$ cat src/rtl/ma_stage_if.sv
// ---------------------------------------------------------------------------
// ma_stage_if
// Data-memory request/ready bus between the memory-access stage and the
// data memory.
//
// Signals:
//   mem_req    master->slave  request valid (held until mem_ready)
//   mem_we     master->slave  1 = store, 0 = load
//   mem_addr   master->slave  word address
//   mem_wdata  master->slave  store data
//   mem_ready  slave->master  request completes this cycle
//   mem_rdata  slave->master  load data, valid in the mem_ready cycle
// ---------------------------------------------------------------------------
interface ma_stage_if #(
  parameter int XLEN = 32
);
  logic            mem_req;
  logic            mem_we;
  logic [XLEN-1:0] mem_addr;
  logic [XLEN-1:0] mem_wdata;
  logic            mem_ready;
  logic [XLEN-1:0] mem_rdata;

  // Pipeline side: issues requests.
  modport master (
    output mem_req,
    output mem_we,
    output mem_addr,
    output mem_wdata,
    input  mem_ready,
    input  mem_rdata
  );

  // Memory side: answers requests.
  modport slave (
    input  mem_req,
    input  mem_we,
    input  mem_addr,
    input  mem_wdata,
    output mem_ready,
    output mem_rdata
  );
endinterface

$ cat src/rtl/ma_stage.sv
// ---------------------------------------------------------------------------
// ma_stage
// Memory-access stage of the 5-stage pipeline, between the EX/MA and MA/WB
// latches. ALU-only instructions pass straight through to the MA/WB latch in
// one cycle. Aligned loads/stores are captured into hold registers and a
// request is issued on the data-memory bus; the stage stalls upstream until
// the memory answers (or a timeout aborts the access). Misaligned accesses
// are never issued; they retire with writeback suppressed and an error pulse.
//
// Ports:
//   clk, rst_n            clock, asynchronous active-low reset
//   in_valid .. in_rd     instruction fields from the EX/MA latch
//   ma_stall              hold the EX/MA latch and earlier stages
//   mem (master modport)  data-memory request/ready bus
//   wb_valid .. wb_rd     registered MA/WB latch contents
//   mem_err               one-cycle pulse on misalignment or timeout
//
// Parameters:
//   XLEN     datapath / address width
//   RD_W     destination register index width
//   TIMEOUT  max BUSY cycles without mem_ready before abort (0 = never)
// ---------------------------------------------------------------------------
module ma_stage #(
  parameter int XLEN    = 32,
  parameter int RD_W    = 4,
  parameter int TIMEOUT = 16
) (
  input  logic            clk,
  input  logic            rst_n,

  input  logic            in_valid,
  input  logic [XLEN-1:0] in_alu,
  input  logic [XLEN-1:0] in_op2,
  input  logic [XLEN-1:0] in_pc,
  input  logic            in_isLd,
  input  logic            in_isSt,
  input  logic            in_isCall,
  input  logic            in_isWb,
  input  logic [RD_W-1:0] in_rd,

  output logic            ma_stall,

  ma_stage_if.master      mem,

  output logic            wb_valid,
  output logic [XLEN-1:0] wb_alu,
  output logic [XLEN-1:0] wb_ld,
  output logic [XLEN-1:0] wb_pc,
  output logic            wb_isLd,
  output logic            wb_isCall,
  output logic            wb_isWb,
  output logic [RD_W-1:0] wb_rd,

  output logic            mem_err
);

  localparam logic [0:0] S_IDLE = 1'b0;
  localparam logic [0:0] S_BUSY = 1'b1;

  // Counter only needs to reach TIMEOUT-1.
  localparam int              CNT_W    = (TIMEOUT > 1) ? $clog2(TIMEOUT) : 1;
  localparam logic [CNT_W-1:0] CNT_LAST = CNT_W'((TIMEOUT > 0) ? (TIMEOUT - 1) : 0);
  localparam bit              TO_EN    = (TIMEOUT != 0);

  // Instruction fields that travel together through the hold registers.
  typedef struct packed {
    logic [XLEN-1:0] alu;
    logic [XLEN-1:0] op2;
    logic [XLEN-1:0] pc;
    logic            isLd;
    logic            isSt;
    logic            isCall;
    logic            isWb;
    logic [RD_W-1:0] rd;
  } ins_t;

  logic [0:0]       state_q,   state_d;
  logic [CNT_W-1:0] cnt_q,     cnt_d;
  ins_t             hold_q,    hold_d;

  logic             wb_valid_q,  wb_valid_d;
  logic [XLEN-1:0]  wb_alu_q,    wb_alu_d;
  logic [XLEN-1:0]  wb_ld_q,     wb_ld_d;
  logic [XLEN-1:0]  wb_pc_q,     wb_pc_d;
  logic             wb_isLd_q,   wb_isLd_d;
  logic             wb_isCall_q, wb_isCall_d;
  logic             wb_isWb_q,   wb_isWb_d;
  logic [RD_W-1:0]  wb_rd_q,     wb_rd_d;
  logic             err_q,       err_d;

  ins_t             in_ins;
  logic             busy;
  logic             mem_op;
  logic             misaligned;
  logic             timeout_hit;

  assign in_ins = '{
    alu:    in_alu,
    op2:    in_op2,
    pc:     in_pc,
    isLd:   in_isLd,
    isSt:   in_isSt,
    isCall: in_isCall,
    isWb:   in_isWb,
    rd:     in_rd
  };

  assign busy        = (state_q == S_BUSY);
  assign mem_op      = in_valid & (in_isLd | in_isSt);
  assign misaligned  = (in_alu[1:0] != 2'b00);
  assign timeout_hit = TO_EN && (cnt_q == CNT_LAST);

  // Bus outputs come straight from state and hold registers so they are
  // stable for the whole BUSY period and collapse to 0 the instant reset
  // clears state_q/hold_q.
  assign mem.mem_req   = busy;
  assign mem.mem_we    = hold_q.isSt;
  assign mem.mem_addr  = hold_q.alu;
  assign mem.mem_wdata = hold_q.op2;

  // Stall covers the completion cycle too, so the instruction waiting in
  // EX/MA is accepted in the first IDLE cycle (one bubble).
  assign ma_stall = busy;

  always_comb begin
    state_d     = state_q;
    cnt_d       = cnt_q;
    hold_d      = hold_q;
    wb_valid_d  = 1'b0;
    wb_alu_d    = wb_alu_q;
    wb_ld_d     = wb_ld_q;
    wb_pc_d     = wb_pc_q;
    wb_isLd_d   = wb_isLd_q;
    wb_isCall_d = wb_isCall_q;
    wb_isWb_d   = wb_isWb_q;
    wb_rd_d     = wb_rd_q;
    err_d       = 1'b0;

    if (!busy) begin
      if (in_valid) begin
        if (mem_op && !misaligned) begin
          hold_d  = in_ins;
          cnt_d   = '0;
          state_d = S_BUSY;
        end else begin
          // Non-memory op, or a misaligned access retired without a request.
          wb_valid_d  = 1'b1;
          wb_alu_d    = in_alu;
          wb_ld_d     = '0;
          wb_pc_d     = in_pc;
          wb_isLd_d   = in_isLd;
          wb_isCall_d = in_isCall;
          wb_isWb_d   = in_isWb & ~mem_op;
          wb_rd_d     = in_rd;
          err_d       = mem_op;
        end
      end
    end else begin
      if (mem.mem_ready) begin
        // Completion takes priority over a coincident timeout.
        wb_valid_d  = 1'b1;
        wb_alu_d    = hold_q.alu;
        wb_ld_d     = hold_q.isLd ? mem.mem_rdata : '0;
        wb_pc_d     = hold_q.pc;
        wb_isLd_d   = hold_q.isLd;
        wb_isCall_d = hold_q.isCall;
        wb_isWb_d   = hold_q.isWb;
        wb_rd_d     = hold_q.rd;
        state_d     = S_IDLE;
      end else begin
        cnt_d = cnt_q + 1'b1;
        if (timeout_hit) begin
          // Abort: retire the instruction with its register write killed.
          wb_valid_d  = 1'b1;
          wb_alu_d    = hold_q.alu;
          wb_ld_d     = '0;
          wb_pc_d     = hold_q.pc;
          wb_isLd_d   = hold_q.isLd;
          wb_isCall_d = hold_q.isCall;
          wb_isWb_d   = 1'b0;
          wb_rd_d     = hold_q.rd;
          err_d       = 1'b1;
          state_d     = S_IDLE;
        end
      end
    end
  end

  // ---- MA/WB register boundary ----
  always_ff @(posedge clk or negedge rst_n) begin
    if (!rst_n) begin
      state_q     <= S_IDLE;
      cnt_q       <= '0;
      hold_q      <= '0;
      wb_valid_q  <= 1'b0;
      wb_alu_q    <= '0;
      wb_ld_q     <= '0;
      wb_pc_q     <= '0;
      wb_isLd_q   <= 1'b0;
      wb_isCall_q <= 1'b0;
      wb_isWb_q   <= 1'b0;
      wb_rd_q     <= '0;
      err_q       <= 1'b0;
    end else begin
      state_q     <= state_d;
      cnt_q       <= cnt_d;
      hold_q      <= hold_d;
      wb_valid_q  <= wb_valid_d;
      wb_alu_q    <= wb_alu_d;
      wb_ld_q     <= wb_ld_d;
      wb_pc_q     <= wb_pc_d;
      wb_isLd_q   <= wb_isLd_d;
      wb_isCall_q <= wb_isCall_d;
      wb_isWb_q   <= wb_isWb_d;
      wb_rd_q     <= wb_rd_d;
      err_q       <= err_d;
    end
  end

  assign wb_valid  = wb_valid_q;
  assign wb_alu    = wb_alu_q;
  assign wb_ld     = wb_ld_q;
  assign wb_pc     = wb_pc_q;
  assign wb_isLd   = wb_isLd_q;
  assign wb_isCall = wb_isCall_q;
  assign wb_isWb   = wb_isWb_q;
  assign wb_rd     = wb_rd_q;
  assign mem_err   = err_q;

endmodule

$ cat src/flat_wrapper.sv
// flat-port wrapper written by rule: the top's interface ports become plain ports
module ma_stage_flat 
#(
  parameter int XLEN    = 32,
  parameter int RD_W    = 4,
  parameter int TIMEOUT = 16
)
  (clk, rst_n, in_valid, in_alu, in_op2, in_pc, in_isLd, in_isSt, in_isCall, in_isWb, in_rd, ma_stall, wb_valid, wb_alu, wb_ld, wb_pc, wb_isLd, wb_isCall, wb_isWb, wb_rd, mem_err, mem_mem_req, mem_mem_we, mem_mem_addr, mem_mem_wdata, mem_mem_ready, mem_mem_rdata);
  ma_stage_if #(.XLEN(XLEN)) mem_i ();
  input  logic clk;
  input  logic rst_n;
  input  logic in_valid;
  input  logic [XLEN-1:0] in_alu;
  input  logic [XLEN-1:0] in_op2;
  input  logic [XLEN-1:0] in_pc;
  input  logic in_isLd;
  input  logic in_isSt;
  input  logic in_isCall;
  input  logic in_isWb;
  input  logic [RD_W-1:0] in_rd;
  output logic ma_stall;
  output logic wb_valid;
  output logic [XLEN-1:0] wb_alu;
  output logic [XLEN-1:0] wb_ld;
  output logic [XLEN-1:0] wb_pc;
  output logic wb_isLd;
  output logic wb_isCall;
  output logic wb_isWb;
  output logic [RD_W-1:0] wb_rd;
  output logic mem_err;
  output wire logic [$bits(mem_i.mem_req)-1:0] mem_mem_req;
  output wire logic [$bits(mem_i.mem_we)-1:0] mem_mem_we;
  output wire logic [$bits(mem_i.mem_addr)-1:0] mem_mem_addr;
  output wire logic [$bits(mem_i.mem_wdata)-1:0] mem_mem_wdata;
  input wire logic [$bits(mem_i.mem_ready)-1:0] mem_mem_ready;
  input wire logic [$bits(mem_i.mem_rdata)-1:0] mem_mem_rdata;
  assign mem_mem_req = mem_i.mem_req;
  assign mem_mem_we = mem_i.mem_we;
  assign mem_mem_addr = mem_i.mem_addr;
  assign mem_mem_wdata = mem_i.mem_wdata;
  assign mem_i.mem_ready = mem_mem_ready;
  assign mem_i.mem_rdata = mem_mem_rdata;
  ma_stage #(.XLEN(XLEN), .RD_W(RD_W), .TIMEOUT(TIMEOUT)) u_core (.clk(clk), .rst_n(rst_n), .in_valid(in_valid), .in_alu(in_alu), .in_op2(in_op2), .in_pc(in_pc), .in_isLd(in_isLd), .in_isSt(in_isSt), .in_isCall(in_isCall), .in_isWb(in_isWb), .in_rd(in_rd), .ma_stall(ma_stall), .mem(mem_i), .wb_valid(wb_valid), .wb_alu(wb_alu), .wb_ld(wb_ld), .wb_pc(wb_pc), .wb_isLd(wb_isLd), .wb_isCall(wb_isCall), .wb_isWb(wb_isWb), .wb_rd(wb_rd), .mem_err(mem_err));
endmodule
$ cat config.mk
export PLATFORM = sky130hd
export DESIGN_NAME = ma_stage_flat
export DESIGN_NICKNAME = d
export VERILOG_FILES = /design/src/rtl/ma_stage_if.sv /design/src/rtl/ma_stage.sv /design/src/flat_wrapper.sv
export SDC_FILE = /design/constraint.sdc
export NUM_CORES = 1
export LEC_CHECK = 0
export ABC_AREA = 0
export CAP_MARGIN = 20
export CORE_ASPECT_RATIO = 1.75
export CORE_MARGIN = 3
export CORE_UTILIZATION = 49
export CTS_BUF_LIST = sky130_fd_sc_hd__clkbuf_16
export DETAILED_ROUTE_END_ITERATION = 8
export HOLD_SLACK_MARGIN = 0.12
export PLACE_DENSITY = 0.85
export SLEW_MARGIN = 30
export SYNTH_ARGS = -nofsm -noshare
export SYNTH_HDL_FRONTEND = slang
export SYNTH_SLANG_ARGS = --single-unit
$ cat constraint.sdc
create_clock -name clk -period 4 [get_ports clk]
set_clock_uncertainty 0.05 [all_clocks]
set_input_delay 1.2 -clock clk [delete_from_list [all_inputs] [get_ports clk]]
set_output_delay 1.2 -clock clk [all_outputs]
set_load 0.1 [all_outputs]
==> results of run 1 <==
state kept, by name (all words and copies together), names as in the netlist, 4 cells and up:
name / cells
u_core.wb_ld: 32
u_core.wb_pc: 32
u_core.cnt_q: 4
u_core.hold_q: 39
u_core.wb_rd: 4
u_core.mem.mem_addr: 32
u_core.mem.mem_wdata: 32
u_core.wb_alu: 32
path summary, 6_finish.rpt:
kind / end / slack [ps] / cells after the start
min in group asynchronous: u_core.hold_q[21] / 590 / 1
max in group asynchronous: u_core.wb_alu[1] / 2500 / 2
min: u_core.mem.mem_wdata[30] / 440 / 1
min reg2reg: u_core.mem.mem_wdata[30] / 440 / 1
max: wb_alu[19] / 720 / 1
max reg2reg: u_core.wb_alu[30] / 1530 / 5
placed cells by master, fill, tap and decap left out, types with 2 or more instances in the layout:
master	count
buf_4	74
mux2i_1	71
mux2_1	5
clkinv_2	9
inv_1	4
clkbuf_16	19
dfrtp_1	213
a21oi_1	2
buf_12	3
o21ai_1	7
clkinv_1	2
mux2_2	97
and2_1	2
or2_4	2
nor2b_1	2
diode_2	2
a22o_1	32
and3_1	2
clkdlybuf4s50_1	244
o21ai_0	136
nand2_1	4
metrics by stage:
stage	util (%)	cells	cell area [um^2]	total power, uW
3_3_place_gp	64.8	1148	11800	6590
2_1_floorplan	-	708	9190	5890
3_5_place_dp	64.8	1148	11800	6650
4_1_cts	67.8	1181	12300	8300
5_1_grt	67.8	1183	12400	8530
6_report	67.8	1183	12400	8230
layer usage:
layer	wire, um	vias to the layer above
met3	1570	56
met1	8450	3211
met4	1010	2
met5	13	-
li1	-	2913
met2	12400	249
power groups by stage:
stage          clock network (uW)  logic [uW]  registers (uW)
6_report                     1630        3760            2830
5_1_grt                      1760        3890            2890
4_1_cts                      1680        3790            2830
3_5_place_dp                    0        3780            2870
3_3_place_gp                    0        3740            2840
2_1_floorplan                   0        1940            3940
logic make-up (layout without fill, tap and decap cells):
kind of cell	count (synthesis)	in the layout	synth area share (%)
XOR/XNOR	1	1	0.0954
multiplexers	173	173	20.2
AND/OR/NAND/NOR	19	19	1.25
adder cells (fa/ha/maj)	1	1	0.136
other	0	2	0
AO/OA/AOI/OAI	183	183	11.7
buffers and inverters	117	356	8.30
flip-flops	214	214	58.3
area by class of cell:
cell class / instances / share of cell area (%)
inverter: 1 / 0.0304
sequential: 214 / 43.4
tap: 234 / 2.37
antenna: 2 / 0.0405
clock inverter: 14 / 0.517
multi-input combinational: 377 / 25.0
timing repair buffer: 322 / 24.9
clock buffer: 19 / 3.85
==> results.ini, run 1 <==
[layout]
multiInputGateArea_mm2=0.00308
fin_nets=1076
drive_gt1_share_pct=22.3
syn_to_final_growth_pct=34.5
area.sequential_mm2=0.00536
filler_cell_count=1351

[sta]
finalHoldViolCount=0
setup_viol=0
tightest_slew_ps=1030
drv_slew=0
rsz0062_at_grt=no
tns_ps=0
fin_crit_ps=3280
fmax_ghz=0.305
relSlewSlack_pct=31.1
hold_ws_ps=444
min_period_over_period_pct=81.9
worst_slack_ps=724

[synthesis]
synth_common_cells=dfrtp_1 (214), o21ai_0 (136), mux2_2 (97)
synth.most_common_cell=dfrtp_1
yosysUniqueCellTypes=35
yosysWarnings=0
ys_top_cells_by_area=dfrtp_1 (58%), mux2_2 (12%), mux2i_1 (7.7%)
netlist_area_mm2=0.00919
ys_seq_area_share_pct=58.3
synth_largest_area_cell=dfrtp_1
yosysTopAreaCellShare_pct=58.3
syn_inst=708
synthFlopType=dfrtp_1
syn-num-nets=849
synthArstFlopShare_pct=100
synth-seq-cells=214
synth_edf_count=0
avgSynthCellArea_um2=13.0

[cts]
clk_path_buf_depth=3
postCtsSetupBuffers=0
insertion_delay_ps=480
cts_made_buffers=19
cts_sinks=214
clk_pin_slew_ps=70
cts_hold_buf=0
cts_tree=built
cts_resized=0
htree_levels=1
cts_root_buf=clkbuf_16

[outcome]
outcome=finished, final reports clean

[floorplan]
dieHeight_um=187
die_area_mm2=0.0205
die_w_um=109
io_pins=312
initial_core_util_pct=50.4
fp-row-count=65
coreArea_mm2=0.0182

[global_routing]
grt_pass1_vias=6754
top_usage_layer=met2
track_usage_pct=22.7
grt_max_degree=91
gr-usage-met2_pct=39.9
antenna_found_initial=3
overflow=0
gr-usage-met3_pct=4.35
grt_pass1_wl_mm=36.9
met1_usage_pct=26.6

[placed_design]
io_buffers=311
gp_congestion=0.815
dpl.hpwl_mm=16.2
pre_cts_ws_ps=496

[routing]
drc=0
drt_iter0_markers=272
antenna_left=0
routed_via_density=5.44
drtPass1Iterations=4
avgRoutedWirePerCell_um=19.8
drt_wl_total_mm=23.4
dr_total_vias=6431

[job]
cap_violations=0

[power]
pwr-share-comb_pct=45.8
pwr-share-clk_pct=19.8
p_int_uw=4360
pwr_density_cell_mw_per_mm2=666
swShare_pct=47.0
peakVddDrop_uv=409
p_seq_share_pct=34.4
p_leak_uw=0.00527
power_switching_uw=3870

[min_path]
hold_path_class=register to register
min_from=u_core.mem.mem_wdata[30]

[critical_path]
cp_slowest_cell=clkdlybuf4s50_1
slowest_delay_ps=1170
r2r-start=u_core.ma_stall
critical_path.startpoint=u_core.wb_alu[19]
critPathBufInv=1
cp_cell_sequence=clkdlybuf4s50_1
crit_family=buffers and inverters
critPathMaxFanout=2
cp-start-kind=register
crit_type=register to primary output
cp.required_ps=2750
end_kind=primary output
arrival_ps=2030

Note: power is estimated with default switching activity, not from simulation.
==> run 2, diff against run 1 <==
--- a/config.mk
+++ b/config.mk
@@ -9,11 +9,11 @@
 export CAP_MARGIN = 20
 export CORE_ASPECT_RATIO = 1.75
 export CORE_MARGIN = 3
-export CORE_UTILIZATION = 49
+export CORE_UTILIZATION = 46
 export CTS_BUF_LIST = sky130_fd_sc_hd__clkbuf_16
 export DETAILED_ROUTE_END_ITERATION = 8
 export HOLD_SLACK_MARGIN = 0.12
-export PLACE_DENSITY = 0.85
+export PLACE_DENSITY = 0.81
 export SLEW_MARGIN = 30
 export SYNTH_ARGS = -nofsm -noshare
 export SYNTH_HDL_FRONTEND = slang
==> constraint.sdc (replaced) <==
create_clock -name clk -period 3.3 [get_ports clk]
set_clock_uncertainty 0.05 [all_clocks]
set_input_delay 0.99 -clock clk [delete_from_list [all_inputs] [get_ports clk]]
set_output_delay 0.99 -clock clk [all_outputs]
set_load 0.1 [all_outputs]
==> run 2 against run 1 <==
Compared with the run above: highest routed layer is now met4; combinational power grew 19%; cell count grew 1.1%; die area grew 6.2%; sequential power grew 21%; via count shrank 1.2%; critical path type unchanged; register-to-register slack lost 500 ps; utilization shrank 4.2 points; critical endpoint is now mem_mem_req; first-iteration DRC count grew 32%; total power grew 25%.
==> results.ini, run 2 (same netlist as run 1, synthesis figures left out) <==
[outcome]
outcome=finished, final reports clean

[routing]
dr_total_vias=6354
routed_via_density=5.31
drt_iter0_markers=360
avgRoutedWirePerCell_um=19.1
drtPass1Iterations=4
antenna_left=0
drt_wl_total_mm=22.9
drc=0

[layout]
multiInputGateArea_mm2=0.00308
regMostFlops=u_core.hold_q
final_common_cell=dfrtp_1
fin_nets=1083
filler_cell_count=1496
drive_gt1_share_pct=34.0
postLayoutCellArea_mm2=0.0123
fin_cells=1196
area.sequential_mm2=0.00536
syn_to_final_growth_pct=34.2
largest_register_ffs=39
final_cell_mix=dfrtp_1 (213), buf_4 (182), clkdlybuf4s50_1 (138)
fin_util_pct=63.7

[floorplan]
die_area_mm2=0.0218
die_w_um=113
fp-row-count=67
dieHeight_um=193
io_pins=312
initial_core_util_pct=47.4
coreArea_mm2=0.0194

[placed_design]
io_buffers=311
gp_congestion=0.797
dpl.hpwl_mm=16.1
dpl.cell_count=1161
placed_area_mm2=0.0116

[critical_path]
critPathBufInv=1
cp_slowest_cell=dfrtp_4
slowest_delay_ps=660
end_kind=primary output
cp_cell_sequence=buf_4
cp-start-kind=register
cp.required_ps=2260
arrival_ps=1530
crit_type=register to primary output
crit_family=flip-flops
critPathMaxFanout=24

[power]
power_switching_uw=4720
p_seq_share_pct=33.4
pwr_density_cell_mw_per_mm2=834
p_int_uw=5560
power_uw=10300
swShare_pct=45.9
pwr-share-clk_pct=23.1
peakVddDrop_uv=640
pwr-share-comb_pct=43.6
p_leak_uw=0.00549

[sta]
min_period_over_period_pct=78.0
relSlewSlack_pct=47.3
tns_ps=0
drv_slew=0
rsz0062_at_grt=no
fin_crit_ps=2570
setup_viol=0
tightest_slew_ps=790
fmax_ghz=0.389
finalHoldViolCount=0

[cts]
htree_levels=1
cts_root_buf=clkbuf_16
clk_path_buf_depth=3
cts_hold_buf=0
insertion_delay_ps=490
cts_sinks=214
cts_made_buffers=20
clk_pin_slew_ps=70
cts_tree=built
postCtsSetupBuffers=0
cts_resized=0

[global_routing]
track_usage_pct=20.0
grt_pass1_vias=6664
overflow=0
antenna_found_initial=0
grt_max_degree=64
grt_pass1_wl_mm=35.3

[job]
cap_violations=0

[min_path]
hold_path_class=input pin to async pin

==> run 2: path summary, 6_finish.rpt <==
path / cells after the start / to / startpoint / slack, ps
hold / removal: 1 / u_core.hold_q[15] / rst_n / 400
max in group asynchronous: 2 / u_core.wb_alu[14] / rst_n / 2030
setup / recovery: 1 / mem_mem_req / u_core.ma_stall / 730
hold reg to reg: 1 / u_core.hold_q[2] / u_core.hold_q[2] / 440
setup reg to reg: 4 / u_core.wb_ld[15] / u_core.ma_stall / 1030
min in group clk: 1 / u_core.hold_q[2] / u_core.hold_q[2] / 440
==> run 2: per-stage QoR <==
step                worst slack [ps]  hold WS, ps
floorplan                        874          408
global placement                 271          419
detailed placement               252          430
CTS                              707          408
global route                     670          418
finish                           727          395
==> run 2: power by group through the flow <==
stage	clock network (uW)	logic [uW]	registers [uW]
after floorplan	0	2350	4780
after global placement	0	4480	3450
after detailed placement	0	4510	3480
after CTS	2430	4510	3430
after global routing	2520	4630	3500
final	2370	4480	3430
==> run 2: final cells by class <==
cell class	instances	area share, %
Clock inverter	13	1.21
Tap cell	241	2.45
Timing Repair Buffer	328	23.5
Inverter	1	0.0305
Antenna cell	1	0.0203
Clock buffer	21	4.26
Multi-Input combinational cell	377	25.0
Sequential cell	214	43.5
==> run 2: per-layer routing <==
metal  part of all wire [%]  routed length [um]  global-route usage (%)  up-vias
met5                      0                   0                       0        -
met4                    3.2                 734                    6.62        0
met3                    6.5                1490                    3.37       39
met2                     52               11900                    36.4      245
met1                     38                8790                    24.0     3135
li1                       -                   -                       -     2935
==> run 3, diff against run 2 <==
--- a/config.mk
+++ b/config.mk
@@ -9,11 +9,11 @@
 export CAP_MARGIN = 20
 export CORE_ASPECT_RATIO = 1.75
 export CORE_MARGIN = 3
-export CORE_UTILIZATION = 46
+export CORE_UTILIZATION = 41
 export CTS_BUF_LIST = sky130_fd_sc_hd__clkbuf_16
 export DETAILED_ROUTE_END_ITERATION = 8
 export HOLD_SLACK_MARGIN = 0.12
-export PLACE_DENSITY = 0.81
+export PLACE_DENSITY = 0.76
 export SLEW_MARGIN = 30
 export SYNTH_ARGS = -nofsm -noshare
 export SYNTH_HDL_FRONTEND = slang
==> constraint.sdc (replaced) <==
create_clock -name clk -period 2.12 [get_ports clk]
set_clock_uncertainty 0.05 [all_clocks]
set_input_delay 0.636 -clock clk [delete_from_list [all_inputs] [get_ports clk]]
set_output_delay 0.636 -clock clk [all_outputs]
set_load 0.1 [all_outputs]
==> run 3 against run 2 <==
Compared with the run above: hold slack better by 55 ps; critical path depth stayed put; critical endpoint is now ma_stall; non-clock buffer count is 24 higher; cell count is 6.8% higher; total power is 75% higher; sequential cell count stayed put; utilization is 4.3 points higher; clock power is 58% higher; via count is 3.9% higher.
==> results.ini, run 3 (same netlist as run 1, synthesis figures left out) <==
[cts]
cts_tree=built
clk_path_buf_depth=3
insertion_delay_ps=490
cts_resized=0
postCtsSetupBuffers=0
cts_sinks=214
cts_made_buffers=21
cts_root_buf=clkbuf_16
clk_pin_slew_ps=60
htree_levels=1

[global_routing]
antenna_found_initial=4
met1_usage_pct=22.3
grt_pass1_wl_mm=39.9
overflow=0
gr-usage-met3_pct=4.96
gr-usage-met2_pct=38.1
track_usage_pct=20.6
grt_pass1_vias=7098
top_usage_layer=met2
grt_max_degree=55

[critical_path]
crit_family=flip-flops
cp-start-kind=register
arrival_ps=1320
cp_cell_sequence=buf_12
crit_type=register to primary output
critPathMaxFanout=14
critPathBufInv=1
cp_slowest_cell=dfrtp_4
cp.required_ps=1430
end_kind=primary output
slowest_delay_ps=600

[placed_design]
io_buffers=311
dpl.hpwl_mm=19.1
placed_area_mm2=0.0141
dpl.cell_count=1235
gp_congestion=0.793

[power]
p_int_uw=10200
p_leak_uw=0.00632
pwr-share-comb_pct=47.7
pwr-share-clk_pct=20.8
power_switching_uw=7820
peakVddDrop_uv=587
p_seq_share_pct=31.5
swShare_pct=43.4
pwr_density_cell_mw_per_mm2=1220

[layout]
drive_gt1_share_pct=35.6
syn_to_final_growth_pct=61.1
largest_register_ffs=39
filler_cell_count=1488
regMostFlops=u_core.hold_q
fin_nets=1108
postLayoutCellArea_mm2=0.0148
final_common_cell=dfrtp_1
fin_cells=1277
final_cell_mix=dfrtp_1 (213), buf_12 (183), clkdlybuf4s50_1 (138)

[floorplan]
initial_core_util_pct=42.2
die_w_um=119
die_area_mm2=0.0243
coreArea_mm2=0.0218
io_pins=312
fp-row-count=71
dieHeight_um=204

[routing]
drt_wl_total_mm=25.6
avgRoutedWirePerCell_um=20.1
routed_via_density=5.17
drtPass1Iterations=6
antenna_left=0
drc=0
dr_total_vias=6599
drt_iter0_markers=425

[sta]
tns_ps=0
fin_crit_ps=2010
rsz0062_at_grt=no
tightest_slew_ps=502
fmax_ghz=0.497
min_period_over_period_pct=94.8
drv_slew=0
finalHoldViolCount=0
setup_viol=0
relSlewSlack_pct=66.6

[job]
cap_violations=0

[min_path]
hold_path_class=register to register

[outcome]
outcome=finished, final reports clean

## run 3: cell count changes in the layout (fill, tap and decap cells not counted), sizes merged
cell,before,now
buf,190,212
diode,1,4
inv,3,6
clkbuf,21,22
clkinv,6,5
clkinvlp,2,3
dlygate4sd3,0,1
## run 3: per-layer routing
layer	up-vias	share of wire, %
met5	-	0
met4	0	3.7
met3	47	6.8
met2	258	55
met1	3314	35
li1	2980	-
## run 3: path summary, 6_finish.rpt
kind / from / end / slack, ps / cells past startpoint
hold / removal: u_core.hold_q[1] / u_core.hold_q[1] / 450 / 1
min in group asynchronous: rst_n / u_core.mem.mem_addr[2] / 650 / 2
max in group asynchronous: rst_n / u_core.wb_alu[8] / 760 / 3
setup reg to reg: u_core.cnt_q[0] / u_core.wb_ld[12] / 270 / 6
hold reg to reg: u_core.hold_q[1] / u_core.hold_q[1] / 450 / 1
setup / recovery: u_core.ma_stall / ma_stall / 110 / 1
## run 3: repair_timing
action,in CTS,in global routing
hold endpoints to repair,47,0
setup endpoints to repair,0,0
hold buffers,1,0
## run 3: power groups by stage
stage,Clock (uW),Sequential (uW),Combinational [uW]
after CTS,3840,5690,8670
after global placement,0,5690,8550
after detailed placement,0,5750,8640
after floorplan,0,7440,3670
final,3750,5680,8610
after global routing,4000,5780,8820
## run 3: stage by stage
stage / worst slack, ps / utilization [%] / total power (uW) / hold WS (ps)
global route: 51.9 / 68.0 / 18600 / 461
floorplan: 4.49 / - / 11100 / 290
CTS: 91.2 / 67.9 / 18200 / 458
finish: 110 / 68.0 / 18000 / 450
detailed placement: -390 / 64.7 / 14400 / 433
global placement: -327 / 64.7 / 14200 / 420
## run 3: final cells by class
cell class | instances | area [um^2] | share of cell area (%)
antenna | 4 | 10.0 | 0.0677
clock buffer | 21 | 526 | 3.55
clock inverter | 16 | 163 | 1.10
inverter | 1 | 3.75 | 0.0254
multi-input combinational | 377 | 3080 | 20.8
sequential | 214 | 5360 | 36.2
tap | 292 | 365 | 2.47
timing repair buffer | 352 | 5290 | 35.7
